===== src/rtl/fir_pkg.sv =====
// rtl/fir_pkg.sv - shared widths, types and FSM states for the parallel FIR datapath
package fir_pkg;

    localparam int INPUT_WIDTH        = 16;
    localparam int COEFF_WIDTH        = 16;
    localparam int ACCUM_WIDTH        = 35;
    localparam int OUT_WIDTH          = 16;
    localparam int FRAC_SHIFT         = 15;
    localparam int NUM_PARALLEL_PATHS = 3;

    typedef logic [$clog2(NUM_PARALLEL_PATHS)-1:0] lane_idx_t;
    typedef logic signed [ACCUM_WIDTH-1:0]          accum_t;
    typedef logic signed [OUT_WIDTH-1:0]            sample_t;

    typedef enum logic {
        IDLE  = 1'b0,
        SHIFT = 1'b1
    } state_t;

endpackage


===== src/rtl/fir_requant.sv =====
// rtl/fir_requant.sv - accumulator to sample requantizer; FIR_SER_ROUND_SAT_EN selects round/saturate over truncate/wrap
module fir_requant #(
    parameter int ACCUM_WIDTH = fir_pkg::ACCUM_WIDTH,
    parameter int OUT_WIDTH   = fir_pkg::OUT_WIDTH,
    parameter int FRAC_SHIFT  = fir_pkg::FRAC_SHIFT
) (
    input  logic [ACCUM_WIDTH-1:0] acc_in,
    output logic [OUT_WIDTH-1:0]   sample_out,
    output logic                   sat_out
);

`ifdef FIR_SER_ROUND_SAT_EN
    localparam int SW = ACCUM_WIDTH + 1;
    localparam logic signed [SW-1:0] HALF    = SW'(1) << (FRAC_SHIFT - 1);
    localparam logic signed [SW-1:0] SAT_MAX = (SW'(1) << (OUT_WIDTH - 1)) - SW'(1);
    localparam logic signed [SW-1:0] SAT_MIN = ~SAT_MAX;

    logic signed [SW-1:0] rnd_sum;
    logic signed [SW-1:0] rnd_shr;

    // One guard bit keeps the half-LSB add from overflowing at the positive extreme.
    always_comb begin
        rnd_sum    = $signed({acc_in[ACCUM_WIDTH-1], acc_in}) + HALF;
        rnd_shr    = rnd_sum >>> FRAC_SHIFT;
        sample_out = rnd_shr[OUT_WIDTH-1:0];
        sat_out    = 1'b0;
        if (rnd_shr > SAT_MAX) begin
            sample_out = SAT_MAX[OUT_WIDTH-1:0];
            sat_out    = 1'b1;
        end else if (rnd_shr < SAT_MIN) begin
            sample_out = SAT_MIN[OUT_WIDTH-1:0];
            sat_out    = 1'b1;
        end
    end
`else
    logic unused_low;

    assign sample_out = acc_in[FRAC_SHIFT+OUT_WIDTH-1:FRAC_SHIFT];
    assign sat_out    = 1'b0;
    assign unused_low = ^acc_in[FRAC_SHIFT-1:0];

    // Guard bits above the output field are simply discarded (wrap).
    generate
        if (ACCUM_WIDTH > FRAC_SHIFT + OUT_WIDTH) begin : g_high
            logic unused_high;
            assign unused_high = ^acc_in[ACCUM_WIDTH-1:FRAC_SHIFT+OUT_WIDTH];
        end
    endgenerate
`endif

endmodule


===== src/rtl/fir_block_serializer.sv =====
// rtl/fir_block_serializer.sv - parallel accumulator block to serial requantized sample stream; FIR_SER_ROUND_SAT_EN adds round/sat and sat_flag
module fir_block_serializer #(
    parameter int NUM_PARALLEL_PATHS = fir_pkg::NUM_PARALLEL_PATHS,
    parameter int ACCUM_WIDTH        = fir_pkg::ACCUM_WIDTH,
    parameter int OUT_WIDTH          = fir_pkg::OUT_WIDTH,
    parameter int FRAC_SHIFT         = fir_pkg::FRAC_SHIFT
) (
    input  logic                                      clk,
    input  logic                                      reset,
    input  logic                                      in_valid,
    output logic                                      in_ready,
    input  logic [NUM_PARALLEL_PATHS*ACCUM_WIDTH-1:0] in_data,
    output logic                                      out_valid,
    input  logic                                      out_ready,
    output logic [OUT_WIDTH-1:0]                      out_data,
    output logic                                      out_last
`ifdef FIR_SER_ROUND_SAT_EN
    ,
    output logic                                      sat_flag
`endif
);

    import fir_pkg::*;

    localparam int BW = NUM_PARALLEL_PATHS * ACCUM_WIDTH;
    localparam int LW = (NUM_PARALLEL_PATHS > 1) ? $clog2(NUM_PARALLEL_PATHS) : 1;

    typedef logic [LW-1:0] lane_t;
    localparam lane_t LAST_LANE = lane_t'(NUM_PARALLEL_PATHS - 1);

    state_t                 state_q, state_d;
    lane_t                  lane_q, lane_d;
    logic [BW-1:0]          block_q, block_d;
    logic [OUT_WIDTH-1:0]   out_data_q, out_data_d;
    logic                   out_last_q, out_last_d;
    logic                   sat_q, sat_d;

    logic                   load;
    logic                   adv;
    logic                   drain;
    lane_t                  nxt_lane;
    logic [BW-1:0]          rq_src;
    logic [ACCUM_WIDTH-1:0] rq_in;
    logic [OUT_WIDTH-1:0]   rq_out;
    logic                   rq_sat;

    // Handshake decode; in_ready is combinational from out_ready on the last lane.
    always_comb begin
        in_ready = 1'b0;
        load     = 1'b0;
        adv      = 1'b0;
        drain    = 1'b0;
        case (state_q)
            IDLE: begin
                in_ready = 1'b1;
                load     = in_valid;
            end
            SHIFT: begin
                if (out_ready) begin
                    if (lane_q == LAST_LANE) begin
                        in_ready = 1'b1;
                        load     = in_valid;
                        drain    = !in_valid;
                    end else begin
                        adv = 1'b1;
                    end
                end
            end
            default: ;
        endcase
    end

    // The lane that will be on the output next cycle is requantized now so out_data is a flop.
    assign nxt_lane = (load || lane_q == LAST_LANE) ? '0 : lane_q + lane_t'(1);
    assign rq_src   = load ? in_data : block_q;
    assign rq_in    = rq_src[nxt_lane*ACCUM_WIDTH +: ACCUM_WIDTH];

    fir_requant #(
        .ACCUM_WIDTH (ACCUM_WIDTH),
        .OUT_WIDTH   (OUT_WIDTH),
        .FRAC_SHIFT  (FRAC_SHIFT)
    ) u_requant (
        .acc_in     (rq_in),
        .sample_out (rq_out),
        .sat_out    (rq_sat)
    );

    always_comb begin
        state_d    = state_q;
        lane_d     = lane_q;
        block_d    = block_q;
        out_data_d = out_data_q;
        out_last_d = out_last_q;
        sat_d      = sat_q;
        if (load || adv) begin
            state_d    = SHIFT;
            lane_d     = nxt_lane;
            block_d    = rq_src;
            out_data_d = rq_out;
            out_last_d = (nxt_lane == LAST_LANE);
            sat_d      = rq_sat;
        end else if (drain) begin
            state_d    = IDLE;
            out_last_d = 1'b0;
            sat_d      = 1'b0;
        end
    end

    always_ff @(posedge clk or posedge reset) begin
        if (reset) begin
            state_q    <= IDLE;
            lane_q     <= '0;
            block_q    <= '0;
            out_data_q <= '0;
            out_last_q <= 1'b0;
            sat_q      <= 1'b0;
        end else begin
            state_q    <= state_d;
            lane_q     <= lane_d;
            block_q    <= block_d;
            out_data_q <= out_data_d;
            out_last_q <= out_last_d;
            sat_q      <= sat_d;
        end
    end

    assign out_valid = (state_q == SHIFT);
    assign out_data  = out_data_q;
    assign out_last  = out_last_q;

`ifdef FIR_SER_ROUND_SAT_EN
    assign sat_flag = sat_q;
`else
    logic unused_sat;
    assign unused_sat = sat_q;
`endif

endmodule


===== config.mk =====
export PLATFORM = sky130hd
export DESIGN_NAME = fir_block_serializer
export DESIGN_NICKNAME = d
export VERILOG_FILES = /design/src/rtl/fir_pkg.sv /design/src/rtl/fir_requant.sv /design/src/rtl/fir_block_serializer.sv
export SDC_FILE = /design/constraint.sdc
export NUM_CORES = 1
export LEC_CHECK = 0
export BUFFER_PORTS_ARGS = -buffer_cell sky130_fd_sc_hd__buf_2
export CAP_MARGIN = 20
export CORE_ASPECT_RATIO = 1.25
export CORE_MARGIN = 2
export CORE_UTILIZATION = 30
export DETAILED_ROUTE_END_ITERATION = 12
export HOLD_SLACK_MARGIN = 0.05
export PLACE_DENSITY = 0.6
export SLEW_MARGIN = 20
export SYNTH_ARGS = -nofsm -noshare
export SYNTH_HDL_FRONTEND = slang
export SYNTH_HIERARCHICAL = 1
export SYNTH_SLANG_ARGS = --single-unit

===== constraint.sdc =====
create_clock -name clk -period 11.4 [get_ports clk]
set_clock_uncertainty 0.1 [all_clocks]
set_input_delay 0.57 -clock clk [delete_from_list [all_inputs] [get_ports clk]]
set_output_delay 0.57 -clock clk [all_outputs]
set_load 0.005 [all_outputs]

==> results of run 1 <==
-- layout make-up --
| class | instances | area share, % |
|---|---|---|
| tap | 132 | 4.38 |
| multi-input combinational | 132 | 31.1 |
| clock inverter | 2 | 0.929 |
| inverter | 20 | 1.99 |
| sequential | 68 | 45.1 |
| timing repair buffer | 72 | 9.79 |
| clock buffer | 13 | 6.64 |
-- cell usage in the layout (no fill, tap or decap), types with 2 or more instances in the layout --
cell type and n:
buf_2 70, dfrtp_1 68, mux2_1 41, inv_1 19, and2_1 16, a32oi_1 16, nor2_1 16, a221o_1 16
clkbuf_16 9, mux2_2 8, clkbuf_1 3, nand3_2 2, nand2b_1 2, nand2_1 2, a21oi_1 2, a22o_1 2
-- state kept, by name, summed over array words and instances (netlist names) --
name	count
lane_q	2
block_q	48
out_valid	1
out_data	16
out_last	1
-- per-layer routing --
| metal | wire, um | track usage, % |
|---|---|---|
| met1 | 3280 | 16.2 |
| met4 | 191 | 6.87 |
| met2 | 3170 | 19.8 |
| met5 | 0 | 0 |
| met3 | 375 | 3.53 |
-- worst paths after layout --
kind                            cells after the start         from           end
worst min register to register                      1  block_q[23]   block_q[23]
max in group asynchronous                           3        reset   block_q[62]
worst min-delay path                                2  in_data[95]   block_q[95]
worst max register to register                      7    lane_q[0]  out_data[15]
worst max-delay path                                7    lane_q[0]  out_data[15]
min in group asynchronous                           3        reset   block_q[93]
-- worst register-to-register path: stages, from the launching register on --
cell     delay (ns)
dfrtp_1        0.40
inv_1          0.17
ha_1           0.30
a21bo_2        0.45
nand2_4        0.37
mux2_1         0.46
a221o_1        0.32
mux2_1         0.28
-- power by group through the flow --
stage	Clock (mW)	Combinational, mW	Sequential (mW)
2_1_floorplan	0	0.396	0.390
3_3_place_gp	0	0.395	0.393
3_5_place_dp	0	0.404	0.399
4_1_cts	0.275	0.404	0.395
5_1_grt	0.285	0.450	0.405
6_report	0.269	0.402	0.393
-- per-stage QoR --
step	cell area (um^2)	util (%)	std cells	setup slack (ns)	hold slack (ns)
after floorplan	3240	-	264	8.99	0.361
after global placement	3470	32.9	423	8.37	0.371
after detailed placement	3470	32.9	423	8.34	0.379
after CTS	3760	35.6	438	8.41	0.371
after global routing	3770	35.7	439	8.26	0.380
final	3770	35.7	439	8.43	0.381
==> run summary, run 1 <==
status: completed
CP Cell Sequence: inv_1, ha_1, a21bo_2, nand2_4, mux2_1, a221o_1, mux2_1
TritonCTS sink count: 68
P per Cell Area: 282 nW/um^2
H-tree levels: 3
Hold Path Class: primary input to register
Starting Density: 30.7%
Setup TNS: 0 ns
IR drop worst, VDD: 0.0000792 V
crit start category: register
die width: 97.0 um
Core Area: 10600 um^2
CP required: 11.51 ns
DRC errors left: 0
Rel. slew slack: 42.8%
drt initial violations: 111
largest net degree at the start of global routing: 69
# setup viols final: 0
grt ovf: 0
final worst-path cycle share: 26.0%
CTS Hold Bufs: 0
Fmax achieved: 0.337 GHz
crit-path most repeated cell: mux2_1
synthesized cell area: 3240 um^2
synthesized area per cell: 12.3 um^2
first-pass GRT wire length: 11.4 mm
Max clock buf depth: 2
Cell Rows: 42
Ys Warns: 6
Crit Path Max Fanout: 32
CP Capture Type: register
initial antenna violation count: 0
Final Hold Viols: 0
RSZ-0062 raised after global routing: false
Crit-path slowest cell: a21bo_2
Root Driver: clkbuf_16
global-route usage over all layers: 12.8%
WP data arrival: 3.07 ns
Crit Path Class: register to register
Worst path max stage delay: 0.45 ns
DR vias: 2086
clock group share of total power: 25.3%
Clock Pin Slew Worst Setup and Hold Paths: 0.05 ns
Worst path top cell family by delay: compound AO/OA/AOI/OAI gates
Routed WL per cell: 16.0 um
Worst Path Buf+Inv: 1
Reg power frac: 36.9%
# diodes: 0
r2r setup slk: 8.43 ns
Switch Pwr: 0.341 mW
number of fill cells: 1054
total die area: 11700 um^2
register cell area after layout: 1700 um^2
cell-internal power: 0.722 mW
min Tclk post-route: 2.97 ns
vias in the first global route: 2163
Routed Antenna Nets: 0
nets: 413
CTS tree: built
Sw Share: 32.1%
chip height: 120 um
overall power: 1.06 mW
Final Wtd Congestion: 0.779
Comb power frac: 37.8%
IO buf count: 70
final slew viol count: 0
max_cap viols: 0
synthesized netlist cell count: 264
Synth Net Count: 374
drt pass-1 iters: 4
Least-Margin Pin Slew: 0.858 ns
multi-input combinational cell area: 1170 um^2
Area growth syn-to-layout: 16.3%
Post-CTS Setup Inserts: 0
Clock Latency Late Sink: 0.33 ns
vias per inst: 4.75
share of post-route cells with drive strength above 1: 31.9%
num ports: 128
number of buffers created by CTS: 9
DRT Wirelength: 7.02 mm
post-cts resize count: 0
post-detail-place hpwl: 4.82 mm
cell leakage power: 1.84 nW
Note: power is estimated with default switching activity, not from simulation.
==> inputs of run 2 (changes only) <==
- clock period: 11.4 -> 2.9 ns (I/O delays scaled with it)
==> run 2 against run 1 <==
Compared with the run above: global-route usage increased by 0.75 points; final cell count up 9.1%; worst hold slack worse by 0.33 ns; sequential cell count did not move; critical path depth unchanged; highest routed layer unchanged; cell area grew 10%; largest power group unchanged; count of clock-buffer cells in the layout shrank 1; via count is 7.8% higher; power rose to 4.0 times the previous value; setup slack got worse by 8.2 ns; die area unchanged.
==> run summary, run 2 (synthesized netlist as in run 1, its figures left out) <==
status: completed
met1 Usage GRT: 16.7%
Hold Path Class: primary input to register
CP Cell Sequence: inv_1, ha_1, a21bo_2, nand2_4, mux2_1, a221o_1, mux2_1
post-detail-place hpwl: 5.03 mm
Core Area: 10600 um^2
R2R Path End: out_data[4]
global route hottest layer: met2
Area growth syn-to-layout: 28.3%
CP required: 3.01 ns
Max clock buf depth: 2
drt pass-1 iters: 4
# diodes: 0
Post-CTS Setup Inserts: 0
IR drop worst, VDD: 0.000307 V
Worst setup endpoint: out_data[4]
Final Hold Viols: 0
leading cell types in the layout, fill and taps excluded: buf_2, dfrtp_1, mux2_1
Least-Margin Pin Slew: 0.947 ns
share of post-route cells with drive strength above 1: 30.8%
number of fill cells: 997
Routed Antenna Nets: 0
leading cell type in the layout, fill and taps excluded: buf_2
cell leakage power: 2.02 nW
max FFs per register: 48
min Tclk post-route: 2.65 ns
max_cap viols: 0
GR Util met3: 4.34%
Crit Path Max Fanout: 32
grt ovf: 0
global-route met2 utilization: 22.5%
Setup TNS: 0 ns
R2R Path Start: lane_q[0]
vias in the first global route: 2385
Worst path max stage delay: 0.45 ns
H-tree levels: 3
die width: 97.0 um
IO buf count: 70
crit path launch: lane_q[0]
nets: 452
CP Capture Type: register
total die area: 11700 um^2
Starting Density: 30.7%
chip height: 120 um
CTS Hold Bufs: 33
post-cts resize count: 0
Rel. slew slack: 36.8%
Root Driver: clkbuf_16
Final Wtd Congestion: 0.835
largest net degree at the start of global routing: 46
global-route usage over all layers: 13.5%
Routed WL per cell: 15.6 um
DRC errors left: 0
largest reg by FF count: block_q
overall power: 4.30 mW
r2r setup slk: 0.25 ns
Cell Rows: 42
final worst-path cycle share: 91.2%
RSZ-0062 raised after global routing: false
TritonCTS sink count: 68
P per Cell Area: 1030 nW/um^2
# setup viols final: 0
CTS tree: built
first-pass GRT wire length: 12.2 mm
WP data arrival: 2.76 ns
DR vias: 2249
number of buffers created by CTS: 9
crit start category: register
num ports: 128
Crit Path Class: register to register
drt initial violations: 78
Clock Pin Slew Worst Setup and Hold Paths: 0.06 ns
Clock Latency Late Sink: 0.33 ns
DRT Wirelength: 7.47 mm
Fmax achieved: 0.378 GHz
crit-path most repeated cell: mux2_1
vias per inst: 4.70
final slew viol count: 0
Crit-path slowest cell: mux2_1
initial antenna violation count: 0
Reg2Reg Depth: 7
run 2: changes by cell type in the layout (fill, tap and decap cells not counted), sizes merged:
cell,change
buf,+6
clkbuf,-1
clkinv,+1
clkinvlp,+1
dlygate4sd3,+33
run 2: layer usage:
layer  vias to the layer above  share of wire [%]
li1                       1057                  -
met1                      1128                 46
met2                        57                 48
met3                         7                4.6
met4                         0                1.4
met5                         -                  0
run 2: how the worst min path moves through the flow:
stage,start,to,slack [ns],cells after the start
after floorplan,in_data[18],block_q[18],0.20,1
after global placement,in_data[20],block_q[20],0.29,2
after detailed placement,in_data[90],block_q[90],0.30,2
after CTS,in_data[64],block_q[64],0.05,4
after global routing,in_data[64],block_q[64],0.07,4
final,in_data[54],block_q[54],0.05,4
run 2: critical path: cells and delay by family (launching register included):
family	cells	cell delay, ns
flip-flops	1	0.39
AND/OR/NAND/NOR	1	0.27
adder cells (fa/ha/maj)	1	0.30
buffers and inverters	1	0.18
multiplexers	2	0.74
AO/OA/AOI/OAI	2	0.52
run 2: metrics by stage:
step                std cells  instance area, um^2  hold WS, ns  util (%)  setup slack (ns)
finish                    479                 4160       0.0537      39.4             0.254
global route              479                 4160       0.0676      39.4             0.135
CTS                       479                 4160       0.0513      39.4             0.228
detailed placement        430                 3530        0.295      33.4             0.249
global placement          430                 3530        0.292      33.4             0.312
floorplan                 264                 3240        0.199         -             0.487
run 2: power by group:
group | internal [mW] | switching [mW] | leakage, nW
registers | 1.40 | 0.145 | 0.832
clock network | 0.709 | 0.394 | 0.149
logic | 0.814 | 0.835 | 1.04
total | 2.92 | 1.37 | 2.02
run 2: final cells by class:
type / count / area (um^2) / share of cell area [%]
inverter: 20 / 75.1 / 1.80
clock inverter: 4 / 47.5 / 1.14
timing repair buffer: 111 / 741 / 17.8
tap: 132 / 165 / 3.97
clock buffer: 12 / 256 / 6.17
sequential: 68 / 1700 / 40.9
multi-input combinational: 132 / 1170 / 28.2
